**config.mk**
```make
export PLATFORM = sky130hd
export DESIGN_NAME = alu_result_stage
export DESIGN_NICKNAME = d
export VERILOG_FILES = /design/src/rtl/alu_pkg.sv /design/src/rtl/alu_fifo.sv /design/src/rtl/alu_result_stage.sv
export SDC_FILE = /design/constraint.sdc
export NUM_CORES = 1
export LEC_CHECK = 0
export BUFFER_PORTS_ARGS = -buffer_cell sky130_fd_sc_hd__buf_2
export CORE_MARGIN = 8
export CORE_UTILIZATION = 51
export DETAILED_ROUTE_END_ITERATION = 8
export GPL_TIMING_DRIVEN = 0
export HOLD_SLACK_MARGIN = 0.02
export PLACE_DENSITY = 0.78
export REMOVE_ABC_BUFFERS = 1
export SLEW_MARGIN = 20
export SYNTH_ARGS = -nofsm -noshare
export SYNTH_HDL_FRONTEND = slang
export SYNTH_SLANG_ARGS = --single-unit
```
**constraint.sdc**
```tcl
create_clock -name clk -period 3.5 [get_ports clk]
set_input_delay 0.7 -clock clk [delete_from_list [all_inputs] [get_ports clk]]
set_output_delay 0.7 -clock clk [all_outputs]
set_load 0.01 [all_outputs]
```
**src/rtl/alu_pkg.sv**
```systemverilog
// Shared types and constants for the ALU result stage.
// ALU_PARITY_EN adds a parity bit to each buffered result entry.
package alu_pkg;

  localparam int ALU_W = 32;
  localparam int TAG_W = 4;

  typedef struct packed {
    logic [ALU_W-1:0] result;
    logic             zero;
    logic             neg;
    logic [TAG_W-1:0] tag;
`ifdef ALU_PARITY_EN
    logic             parity;
`endif
  } result_entry_t;

  function automatic logic even_parity(input logic [ALU_W-1:0] value);
    even_parity = ^value;
  endfunction

endpackage

```
**src/rtl/alu_fifo.sv**
```systemverilog
// Generic DEPTH-entry circular buffer with registered ready, valid and head data.
// The head register holds the last popped entry while the buffer is empty.
module alu_fifo #(
  parameter int W     = 8,
  parameter int DEPTH = 2
) (
  input  logic         clk,
  input  logic         rst_n,
  input  logic         push_valid,
  output logic         push_ready,
  input  logic [W-1:0] push_data,
  output logic         pop_valid,
  input  logic         pop_ready,
  output logic [W-1:0] pop_data
);

  localparam int PTR_W = (DEPTH > 1) ? $clog2(DEPTH) : 1;
  localparam int OCC_W = PTR_W + 1;

  logic [W-1:0]     mem_r [DEPTH];
  logic [PTR_W-1:0] wr_ptr_r;
  logic [PTR_W-1:0] rd_ptr_r;
  logic [PTR_W-1:0] wr_ptr_nxt_s;
  logic [PTR_W-1:0] rd_ptr_nxt_s;
  logic [OCC_W-1:0] occ_r;
  logic [OCC_W-1:0] occ_nxt_s;
  logic             ready_r;
  logic             valid_r;
  logic [W-1:0]     head_r;
  logic [W-1:0]     head_nxt_s;
  logic             push_s;
  logic             pop_s;

  function automatic logic [PTR_W-1:0] ptr_inc(input logic [PTR_W-1:0] ptr);
    if (ptr == PTR_W'(DEPTH - 1)) begin
      ptr_inc = '0;
    end else begin
      ptr_inc = ptr + PTR_W'(1);
    end
  endfunction

  assign push_s     = push_valid && ready_r;
  assign pop_s      = valid_r && pop_ready;
  assign push_ready = ready_r;
  assign pop_valid  = valid_r;
  assign pop_data   = head_r;

  // Next pointers, occupancy and the entry that will sit at the head after this edge.
  always_comb begin
    wr_ptr_nxt_s = wr_ptr_r;
    rd_ptr_nxt_s = rd_ptr_r;
    occ_nxt_s    = occ_r;
    head_nxt_s   = head_r;
    if (push_s) begin
      wr_ptr_nxt_s = ptr_inc(wr_ptr_r);
    end else begin
      wr_ptr_nxt_s = wr_ptr_r;
    end
    if (pop_s) begin
      rd_ptr_nxt_s = ptr_inc(rd_ptr_r);
    end else begin
      rd_ptr_nxt_s = rd_ptr_r;
    end
    case ({push_s, pop_s})
      2'b10:   occ_nxt_s = occ_r + OCC_W'(1);
      2'b01:   occ_nxt_s = occ_r - OCC_W'(1);
      default: occ_nxt_s = occ_r;
    endcase
    // The entry being written this edge is not yet in mem_r, so forward it.
    if (occ_nxt_s == '0) begin
      head_nxt_s = head_r;
    end else if (push_s && (wr_ptr_r == rd_ptr_nxt_s)) begin
      head_nxt_s = push_data;
    end else begin
      head_nxt_s = mem_r[rd_ptr_nxt_s];
    end
  end

  // Entry storage.
  always_ff @(posedge clk) begin
    if (push_s) begin
      mem_r[wr_ptr_r] <= push_data;
    end
  end

  // Pointers, occupancy and registered handshake/head outputs.
  always_ff @(posedge clk or negedge rst_n) begin
    if (!rst_n) begin
      wr_ptr_r <= '0;
      rd_ptr_r <= '0;
      occ_r    <= '0;
      ready_r  <= 1'b1;
      valid_r  <= 1'b0;
      head_r   <= '0;
    end else begin
      wr_ptr_r <= wr_ptr_nxt_s;
      rd_ptr_r <= rd_ptr_nxt_s;
      occ_r    <= occ_nxt_s;
      ready_r  <= (occ_nxt_s != OCC_W'(DEPTH));
      valid_r  <= (occ_nxt_s != '0);
      head_r   <= head_nxt_s;
    end
  end

endmodule

```
**src/rtl/alu_result_stage.sv**
```systemverilog
// Registered ALU result stage: buffers results for writeback, tracks sticky zero and accepted count.
// ALU_PARITY_EN adds out_parity, the XOR of the result captured at push.
module alu_result_stage
  import alu_pkg::*;
#(
  parameter int DEPTH = 2,
  parameter int CNT_W = 16
) (
  input  logic             clk,
  input  logic             rst_n,
  input  logic             in_valid,
  output logic             in_ready,
  input  logic [ALU_W-1:0] in_result,
  input  logic             in_zero,
  input  logic [TAG_W-1:0] in_tag,
  output logic             out_valid,
  input  logic             out_ready,
  output logic [ALU_W-1:0] out_result,
  output logic             out_zero,
  output logic             out_neg,
  output logic [TAG_W-1:0] out_tag,
`ifdef ALU_PARITY_EN
  output logic             out_parity,
`endif
  input  logic             clr_sticky,
  output logic             sticky_zero,
  output logic [CNT_W-1:0] acc_count
);

  localparam int ENTRY_W = $bits(result_entry_t);

  result_entry_t      entry_in_s;
  result_entry_t      head_s;
  logic [ENTRY_W-1:0] head_bits_s;
  logic               push_s;
  logic               sticky_r;
  logic [CNT_W-1:0]   acc_r;

  // Pack the incoming result with its derived flags.
  always_comb begin
    entry_in_s        = '0;
    entry_in_s.result = in_result;
    entry_in_s.zero   = in_zero;
    entry_in_s.neg    = in_result[ALU_W-1];
    entry_in_s.tag    = in_tag;
`ifdef ALU_PARITY_EN
    entry_in_s.parity = even_parity(in_result);
`endif
  end

  alu_fifo #(
    .W     (ENTRY_W),
    .DEPTH (DEPTH)
  ) u_fifo (
    .clk        (clk),
    .rst_n      (rst_n),
    .push_valid (in_valid),
    .push_ready (in_ready),
    .push_data  (entry_in_s),
    .pop_valid  (out_valid),
    .pop_ready  (out_ready),
    .pop_data   (head_bits_s)
  );

  assign push_s      = in_valid && in_ready;
  assign head_s      = head_bits_s;
  assign out_result  = head_s.result;
  assign out_zero    = head_s.zero;
  assign out_neg     = head_s.neg;
  assign out_tag     = head_s.tag;
`ifdef ALU_PARITY_EN
  assign out_parity  = head_s.parity;
`endif
  assign sticky_zero = sticky_r;
  assign acc_count   = acc_r;

  // Sticky zero (set beats clear) and the wrapping accepted-result counter.
  always_ff @(posedge clk or negedge rst_n) begin
    if (!rst_n) begin
      sticky_r <= 1'b0;
      acc_r    <= '0;
    end else begin
      if (push_s && in_zero) begin
        sticky_r <= 1'b1;
      end else if (clr_sticky) begin
        sticky_r <= 1'b0;
      end else begin
        sticky_r <= sticky_r;
      end
      if (push_s) begin
        acc_r <= acc_r + CNT_W'(1);
      end else begin
        acc_r <= acc_r;
      end
    end
  end

endmodule

```
# Word-level counts from Yosys, hierarchy flattened
# Memories as Yosys holds them, arrays and structs flattened. A register that Yosys moved wholly into a read port is not among the register bits.
# Cells that the tools add are included.
dict set report word_totals {
  regBits 23
  latchBits 0
  ram_bits 76
  mem_bits_ro 0
  inputBits 42
  word_cells 32
  memories 1
}
# memory words word_bits read_ports rd_ports_with_merged_regs write_ports line_no
set mem_list {}
lappend mem_list {u_fifo.mem_r 2 38 1 1 1 alu_fifo.sv:20} ;# logic [W-1:0] mem_r [DEPTH];
dict set report op_classes {
  n_addsub 5
  mul 0
  div_mod_pow 0
  magnitude_cmp 0
  eq_ne 3
  shifts 0
  n_mux 8
  bitwise_logic 0
  n_reduce_logical 8
}
# cell n
set op_table {}
lappend op_table {{16-bit by 1-bit adder with 16-bit output (second input constant)} 1}
lappend op_table {{1-bit two-way mux} 7}
lappend op_table {{2-bit one-hot mux with 2 select lines} 1}
lappend op_table {{2-bit nonzero test} 2}
lappend op_table {{1-bit logical AND} 3}
lappend op_table {{1-bit adder (second input constant)} 2}
lappend op_table {{2-bit by 1-bit adder with 2-bit output (second input constant)} 1}
lappend op_table {{2-bit by 1-bit == test with 1-bit output (second input constant)} 1}
lappend op_table {{2-bit == test (second input constant)} 1}
lappend op_table {{1-bit logical NOT} 2}
lappend op_table {{2-bit logical NOT} 1}
lappend op_table {{2-bit inequality test (second input constant)} 1}
lappend op_table {{2-bit by 1-bit subtractor with 2-bit output (second input constant)} 1}

# Depth between registers and ports, before layout
# Gate-level depths: netlist (run 1).
dict set report depth {
  depth_word 5
  ltp_mapped 11
  ltp_nobuf 7
}

# Hierarchy
# A second synthesis (run 1) with hierarchy kept.
dict set report unflattened {
  hier_cells 381
  hier_area_um2 5497.8
}
# mod instances cells_per_inst area_each_um2 seq_area_each_um2
set by_module_without_submodules {}
lappend by_module_without_submodules {alu_fifo 1 321 4769.6 3384.5}
lappend by_module_without_submodules {alu_result_stage 1 60 728.2 425.4}

# Worst setup path before layout (run 1)
# No wires, ideal clock.
dict set report synth_timing {
  path_kind {in2reg}
  from {input port in_valid}
  to {memory u_fifo.mem_r[0][0] (netlist bit), enable pin}
  setup_time_ns 0.431
  arrival_time_ns 2.828
  path_slack_ns 0.241
  cell_stages 5
  path_buffers 2
  path_cell_list {and2_1 -> buf_2 -> clkinv_1 -> buf_2 -> nor2_1}
}
dict set report synth_between {
  elab_chain_len 3
}
# element line_no
set synth_lines {}
lappend synth_lines {{start, declared} alu_result_stage.sv:11} ;# input logic in_valid,
lappend synth_lines {{1-bit logical AND} alu_fifo.sv:42} ;# assign push_s = push_valid && ready_r;
lappend synth_lines {{1-bit two-way mux} alu_fifo.sv:81} ;# if (push_s) begin
lappend synth_lines {{1-bit two-way mux (not written as such)} alu_fifo.sv:82} ;# mem_r[wr_ptr_r] <= push_data;
lappend synth_lines {{end, declared} alu_fifo.sv:20}
# Every way passes these cells.

# Worst setup path in the final report (run 1)
dict set report layout_timing {
  from {register u_fifo.ready_r, in the netlist u_fifo.push_ready}
  to {register u_fifo.head_r[27], in the netlist u_fifo.pop_data[27], read port of u_fifo.mem_r}
}
dict set report layout_between {
  elab_chain_len 5
  word_cells_on_any_way 6
  classes_between {eq/ne: 2; mux: 1; reduce/logical: 3}
}
# element line_no
set layout_lines {}
lappend layout_lines {{start, declared} alu_fifo.sv:27} ;# logic ready_r;
lappend layout_lines {{start signal, assigned} alu_fifo.sv:99} ;# ready_r <= (occ_nxt_s != OCC_W'(DEPTH));
lappend layout_lines {{1-bit logical AND (*)} alu_fifo.sv:42}
lappend layout_lines {{2-bit by 1-bit == test with 1-bit output / 2-bit == test (equally long branches)} alu_fifo.sv:64} ;# case ({push_s, pop_s})
lappend layout_lines {{2-bit one-hot mux with 2 select lines (*)} alu_fifo.sv:64}
lappend layout_lines {{2-bit logical NOT (*)} alu_fifo.sv:70} ;# if (occ_nxt_s == '0) begin
lappend layout_lines {{1-bit logical NOT (no source line) (*)} -}
lappend layout_lines {{end, declared} alu_fifo.sv:29} ;# logic [W-1:0] head_r;
# Mark *: on every way between the ends. The rest lies on a longest branch, timed or not.
# A chain may end at the register's enable or synchronous reset.

==> results of run 1 <==
==> metal layers <==
layer	share of wire, %	wire, um
met5	0	0
met4	1.2	174
met3	5.9	845
met2	51	7250
met1	42	6040
==> layout make-up <==
cell class	instances	area share (%)
diodes	1	0.0344
clock buffers	24	6.89
clock inverters	8	1.32
inverters	4	0.275
multi-input cells	251	27.9
flip-flops and latches	134	51.1
well taps	143	2.46
repair buffers	109	10.0
==> worst reg2reg max path: cells and delay by family, from the launching register on <==
family          cells  cell delay, ns
fa+ha+maj           1            0.46
simple gates        3            0.71
buf+inv             3            0.87
compound gates      2            0.43
flops               1            0.59
==> cell usage in the layout, fill, tap and decap left out, drive strengths merged, types with 11 or more instances in the layout <==
cell	count
xor2	11
and3	41
buf	109
xnor2	11
edfxtp	74
o31ai	37
a221oi	37
nand2	45
dfrtp	59
nor3	40
clkbuf	24
==> worst min-delay path by stage <==
stage | slack (ns) | to | from
after floorplan | 0.40 | acc_count[0] | rst_n
after global placement | 0.45 | acc_count[15] | acc_count[15]
after detailed placement | 0.45 | acc_count[15] | acc_count[15]
after CTS | 0.25 | acc_count[14] | rst_n
after global routing | 0.28 | acc_count[13] | rst_n
final | 0.25 | acc_count[13] | rst_n
==> stage by stage <==
step	setup WS [ns]	instances	power (mW)	instance area, um^2	utilization, %
2_1_floorplan	-4.56	388	4.61	5730	-
3_3_place_gp	-7.89	629	5.36	6400	56.3
3_5_place_dp	-0.597	640	6.13	6670	58.7
4_1_cts	0.0254	672	7.92	7270	64.0
5_1_grt	0.172	674	8.29	7280	64.1
6_report	0.350	674	7.88	7280	64.1
==> power groups by stage <==
stage	clock, mW	sequential (mW)	combinational [mW]
finish	1.78	2.48	3.62
global route	1.87	2.52	3.90
CTS	1.80	2.47	3.65
detailed placement	0	2.50	3.63
global placement	0	2.46	2.89
floorplan	0	2.58	2.03
==> flip-flops by register name, summed over array words and instances (netlist names) <==
register / flops
acc_count: 16
sticky_zero: 1
u_fifo.mem_r: 74
u_fifo.occ_r: 2
u_fifo.pop_data: 37
u_fifo.pop_valid: 1
u_fifo.push_ready: 1
u_fifo.rd_ptr_r: 1
u_fifo.wr_ptr_r: 1
==> cell families (layout without fill, tap and decap cells) <==
| logic type | after synthesis | in the layout |
|---|---|---|
| other | 0 | 1 |
| adder cells (fa/ha/maj) | 2 | 2 |
| AO/OA/AOI/OAI | 77 | 77 |
| buffers and inverters | 41 | 145 |
| XOR/XNOR | 22 | 22 |
| AND/OR/NAND/NOR | 149 | 150 |
| flip-flops | 134 | 134 |
==> repair_timing <==
item                                    in CTS  in global routing
pin swaps                                    0                  1
resized for setup                            1                  0
endpoints found under the setup margin      36                 10
gates cloned                                 0                  1
==> impl_results.md, run 1 <==
- Routing usage on met3: about 4.4%
- Worst r2r path cells: 9
- Leak pwr: approximately 3.0 nW
- Fillers: ~860
- Hold Path Class: primary input to asynchronous set/reset pin
- Insertion delay to the later sink of the worst-skew pair: roughly 0.42 ns
- Final setup fails: 0
- EDFF count, synth: 74
- Delay-heaviest family, CP: buffers and inverters
- Critical path destination: u_fifo.pop_data[27]
- Combinational Power Share: between 40% and 50%
- Multi-input gate area: 0.00203 mm^2
- Power Dens Cells: 1080 mW/mm^2
- Outcome: completed
- Fmax: between 0.3 and 0.4 GHz
- Critical path arrival: 3.46 ns
- GPL Wtd Cong: ~0.8
- Synth Area in Adders: 0.422%
- Most frequent cell after synthesis: edfxtp_1
- Syn avg cell area: between 10 and 15 um^2
- Worst Setup SP: u_fifo.push_ready
- Startpoint types: flop
- Main area contributors after synthesis: edfxtp_1 37%, dfrtp_1 25%, a221oi_2 7.6%
- Clock transition at the registers of the reported paths: around 0.050 ns
- Final clock skew: 0.00655 ns
- Slew Viols, Final: 0
- Unrepaired setup endpoints after global routing: false
- Critical path type: flop to flop
- Crit path cell chain: and2_4 -> clkinv_4 -> ha_1 -> nand2b_1 -> o22ai_4 -> buf_8 -> buf_16 -> nand2_1 -> o31ai_1
- Max clock buf depth: 2
- Hold_buf cts: 0
- Post-Synth Simple-Gate Area: between 10% and 20%
- # IOs: just under 100
- Worst R2R End: u_fifo.pop_data[27]
- Buf/Inv on CP: 3
- Layout Nets: roughly 560
- Share of cells above drive strength 1: between 30% and 40%
- Xor/xnor share of the synthesized area: around 4.2%
- CTS buffer count: 17
- Row count: 39
- Final WL: approximately 14000 um
- Total gr overflow: 0
- Syn-to-layout area delta: 22.7%
- Die ar.: between 0.015 and 0.02 mm^2
- First-pass GRT wire length: approximately 22000 um
- Crit. End Element: flop
- Setup bufs post-CTS: 0
- Total core area: roughly 0.011 mm^2
- Largest net degree at the start of global routing: 44
- Fin crit share: roughly 90%
- DR vias: 3985
- Top_reg_cell synth: edfxtp_1
- Main combinational cell family by area after synthesis: compound AO/OA/AOI/OAI gates
- Post-synthesis compound-gate area fraction: between 10% and 20%
- Drt initial violations: roughly 250
- Slew headroom: a little over a third
- Cell variety after synth: 36
- Drt drc: 0
- Flops & latches, synth: roughly 130
- Vias in the first global route: about 4300
- Clk pwr share: a little under a quarter
- Final min period: 3.15 ns
- Post-synth top cells: 74 x edfxtp_1, 59 x dfrtp_1, 45 x nand2_1, 40 x and3_1, 40 x nor3_1
- IO buf count: 98
- Sw Pwr: about 3 mW
- Synth top area share: 37.4%
- Detail Placement HPWL: around 8900 um
- CP max-delay cell: dfstp_2
- Int Pwr: 4.89 mW
- Die Y-Extent: 124 um
- Area leader, netlist: edfxtp_1
- Cell area after synthesis: 0.00593 mm^2
- DR pass1 iterations: 5
- CP max FO: between 40 and 50
- Initial antenna violation count: 1
- Detail Route Antenna Nets: 0
- Register area share after synthesis: a little over three fifths
- Setup slack, reg-to-reg: approximately 0.35 ns
- Fin. Hold Viols: 0
- CTS tree: done
- H-tree Lvls: 4
- Overall Global Routing Usage: 19.1%
- Root buf cell: clkbuf_16
- GRT met1 Usage: ~23%
- Synth warn: 0
- Storage cell area: 0.00372 mm^2
- Worst slew pin tran: a little under 1 ns
- Initial Util: between 50% and 60%
- Sequential power share: between 30% and 40%
- RR Startpoint: u_fifo.push_ready
- Number of cells produced by synthesis: 425
- Crit. path cell count: 9
- Die width: 124 um
- Worst Path Required: ~3.8 ns
- Final TNS setup: 0 ns
- CP peak stage delay: 0.59 ns
- Routed WL per cell: around 21 um
- Vias per cell: 5.91
- Met2 Use GR: between 30 and 40%
- Mux cell area share after synthesis: 0%
- Clock sinks: around 130
- Switching Share: between 30% and 40%
- Max cap viols: 0
- Worst hold margin: 0.247 ns
- GRT busiest layer: met2
- Worst VDD drop: between 500 and 600 uV
- Synth async-reset ratio: 44.8%
Power figures use the tool's default switching activity.
==> inputs of run 2 (changes only) <==
REMOVE_ABC_BUFFERS = default   (was 1)
clock period = 3.2 ns   (was 3.5 ns; I/O delays follow)
==> run 2 against run 1 <==
  * Worst hold slack got worse by 0.17 ns
  * Fmax increased by 7.6%
  * Combinational power increased by 4%
  * Sequential power increased by 8.5%
  * Core utilization decreased by 0.46 points
  * Via count about the same
  * Setup slack got worse by 0.078 ns
  * Register-to-register slack got worse by 0.08 ns
  * Flip-flop and latch count unchanged
  * Critical path type unchanged
  * Critical endpoint is now u_fifo.pop_data[19]
==> impl_results.md, run 2 (synthesis gave the netlist of run 1 again) <==
- Syn-to-layout area delta: 21.9%
- Die Y-Extent: ~120 um
- H-tree Lvls: 4
- Setup bufs post-CTS: 0
- Fmax: between 0.3 and 0.4 GHz
- Die ar.: 0.0153 mm^2
- Detail Placement HPWL: around 9300 um
- Share of cells above drive strength 1: ~40%
- Worst VDD drop: 540 uV
- Max cap viols: 0
- Post-route cell area: about 0.0072 mm^2
- Layout Nets: ~590
- GPL Wtd Cong: 0.752
- Largest register FFs: 74
- Overall Global Routing Usage: a little under a fifth
- Hold Path Class: primary input to asynchronous set/reset pin
- Total gr overflow: 0
- CTS tree: done
- Initial Util: 52.2%
- Unrepaired setup endpoints after global routing: true
- Final min period: 2.93 ns
- CP max FO: 10
- DR pass1 iterations: 4
- Fin crit share: between 90% and 100%
- DR vias: between 3000 and 4000
- Drt drc: 0
- DP Area: between 0.006 and 0.007 mm^2
- Final setup fails: 0
- Final clock skew: ~0.0076 ns
- Max clock buf depth: 2
- Vias per cell: between 5 and 6
- Startpoint types: flop
- Total core area: approximately 0.011 mm^2
- Critical path arrival: 3.21 ns
- Clock sinks: between 100 and 150
- Worst Path Required: 3.48 ns
- Slew headroom: about 39%
- Fin. Hold Viols: 0
- Most frequent cells in the layout: 109 x buf_2, 74 x edfxtp_1, 59 x dfrtp_1, 45 x nand2_1
- Reg with most FFs: u_fifo.mem_r
- First-pass GRT wire length: 21600 um
- CTS buffer count: 17
- Row count: 39
- # diodes: 0
- Final TNS setup: 0 ns
- Initial antenna violation count: 1
- Power Dens Cells: around 1100 mW/mm^2
- Critical path type: flop to flop
- # IOs: a little under 100
- Leak pwr: 2.95 nW
- Hold_buf cts: 0
- Final WL: ~14000 um
- Worst r2r path cells: 10
- Cts repair resizes: 2
- IO buf count: about 100
- Largest net degree at the start of global routing: 50
- Detail Route Antenna Nets: 0
- Outcome: completed
- Crit. End Element: flop
- Drt initial violations: 266
- Routed WL per cell: slightly below 20 um
- Root buf cell: clkbuf_16
- Clock transition at the registers of the reported paths: roughly 0.06 ns
- Syn nets: about 470
- Die width: around 120 um
- Insertion delay to the later sink of the worst-skew pair: between 0.4 and 0.5 ns
- Commonest non-fill, non-tap cell in the layout: buf_2
- Vias in the first global route: around 4200
- Slew Viols, Final: 0
- Worst slew pin tran: about 0.9 ns
run 2: power by group:
part	switching [mW]	leakage, nW	internal [mW]
Clock	0.738	0.253	1.07
Sequential	0.278	1.42	2.41
Combinational	2.21	1.28	1.54
Total	3.22	2.95	5.02
run 2: final cells by class:
type / count / area (um^2)
Buffer: 37 / 210
Clock buffer: 17 / 425
Clock inverter: 15 / 131
Fill cell: 849 / 4140
Inverter: 4 / 15.0
Multi-Input combinational cell: 250 / 2000
Sequential cell: 134 / 3720
Tap cell: 143 / 179
Timing Repair Buffer: 100 / 548
run 2: per-layer routing:
| metal | vias up | global-route usage [%] | wire [um] |
|---|---|---|---|
| li1 | 1875 | - | - |
| met2 | 104 | 31.7 | 7210 |
| met3 | 10 | 5.17 | 742 |
| met4 | 2 | 7.83 | 153 |
| met1 | 1996 | 21.6 | 5500 |
| met5 | - | 0 | 13 |
run 2: final timing paths:
check                                  start                  end  slack [ns]
min reg2reg                    acc_count[15]        acc_count[15]        0.46
min                                    rst_n  u_fifo.pop_data[22]        0.08
max                        u_fifo.push_ready  u_fifo.pop_data[19]        0.27
max in group asynchronous              rst_n    u_fifo.push_ready        2.58
min in group clk               in_result[10]  u_fifo.mem_r[0][16]        0.44
max reg2reg                u_fifo.push_ready  u_fifo.pop_data[19]        0.27
run 2: metrics by stage:
step	hold slack, ns	total power [mW]	setup WS (ns)	instances	utilization [%]
6_report	0.0780	8.24	0.271	700	63.6
2_1_floorplan	0.344	5.40	0.000541	425	-
3_3_place_gp	0.459	6.35	-1.18	666	58.1
4_1_cts	0.0734	8.33	0.123	700	63.6
5_1_grt	0.0763	8.74	-0.000776	700	63.6
3_5_place_dp	0.459	6.49	-0.232	668	58.7
run 2: worst max-delay path: stages (launching register included):
cell	delay (ns)
dfstp_2	0.55
and2_1	0.13
buf_2	0.19
clkinv_1	0.19
buf_2	0.26
ha_1	0.35
nand2b_1	0.17
o22ai_1	0.17
buf_2	0.28
buf_2	0.37
o31ai_2	0.13
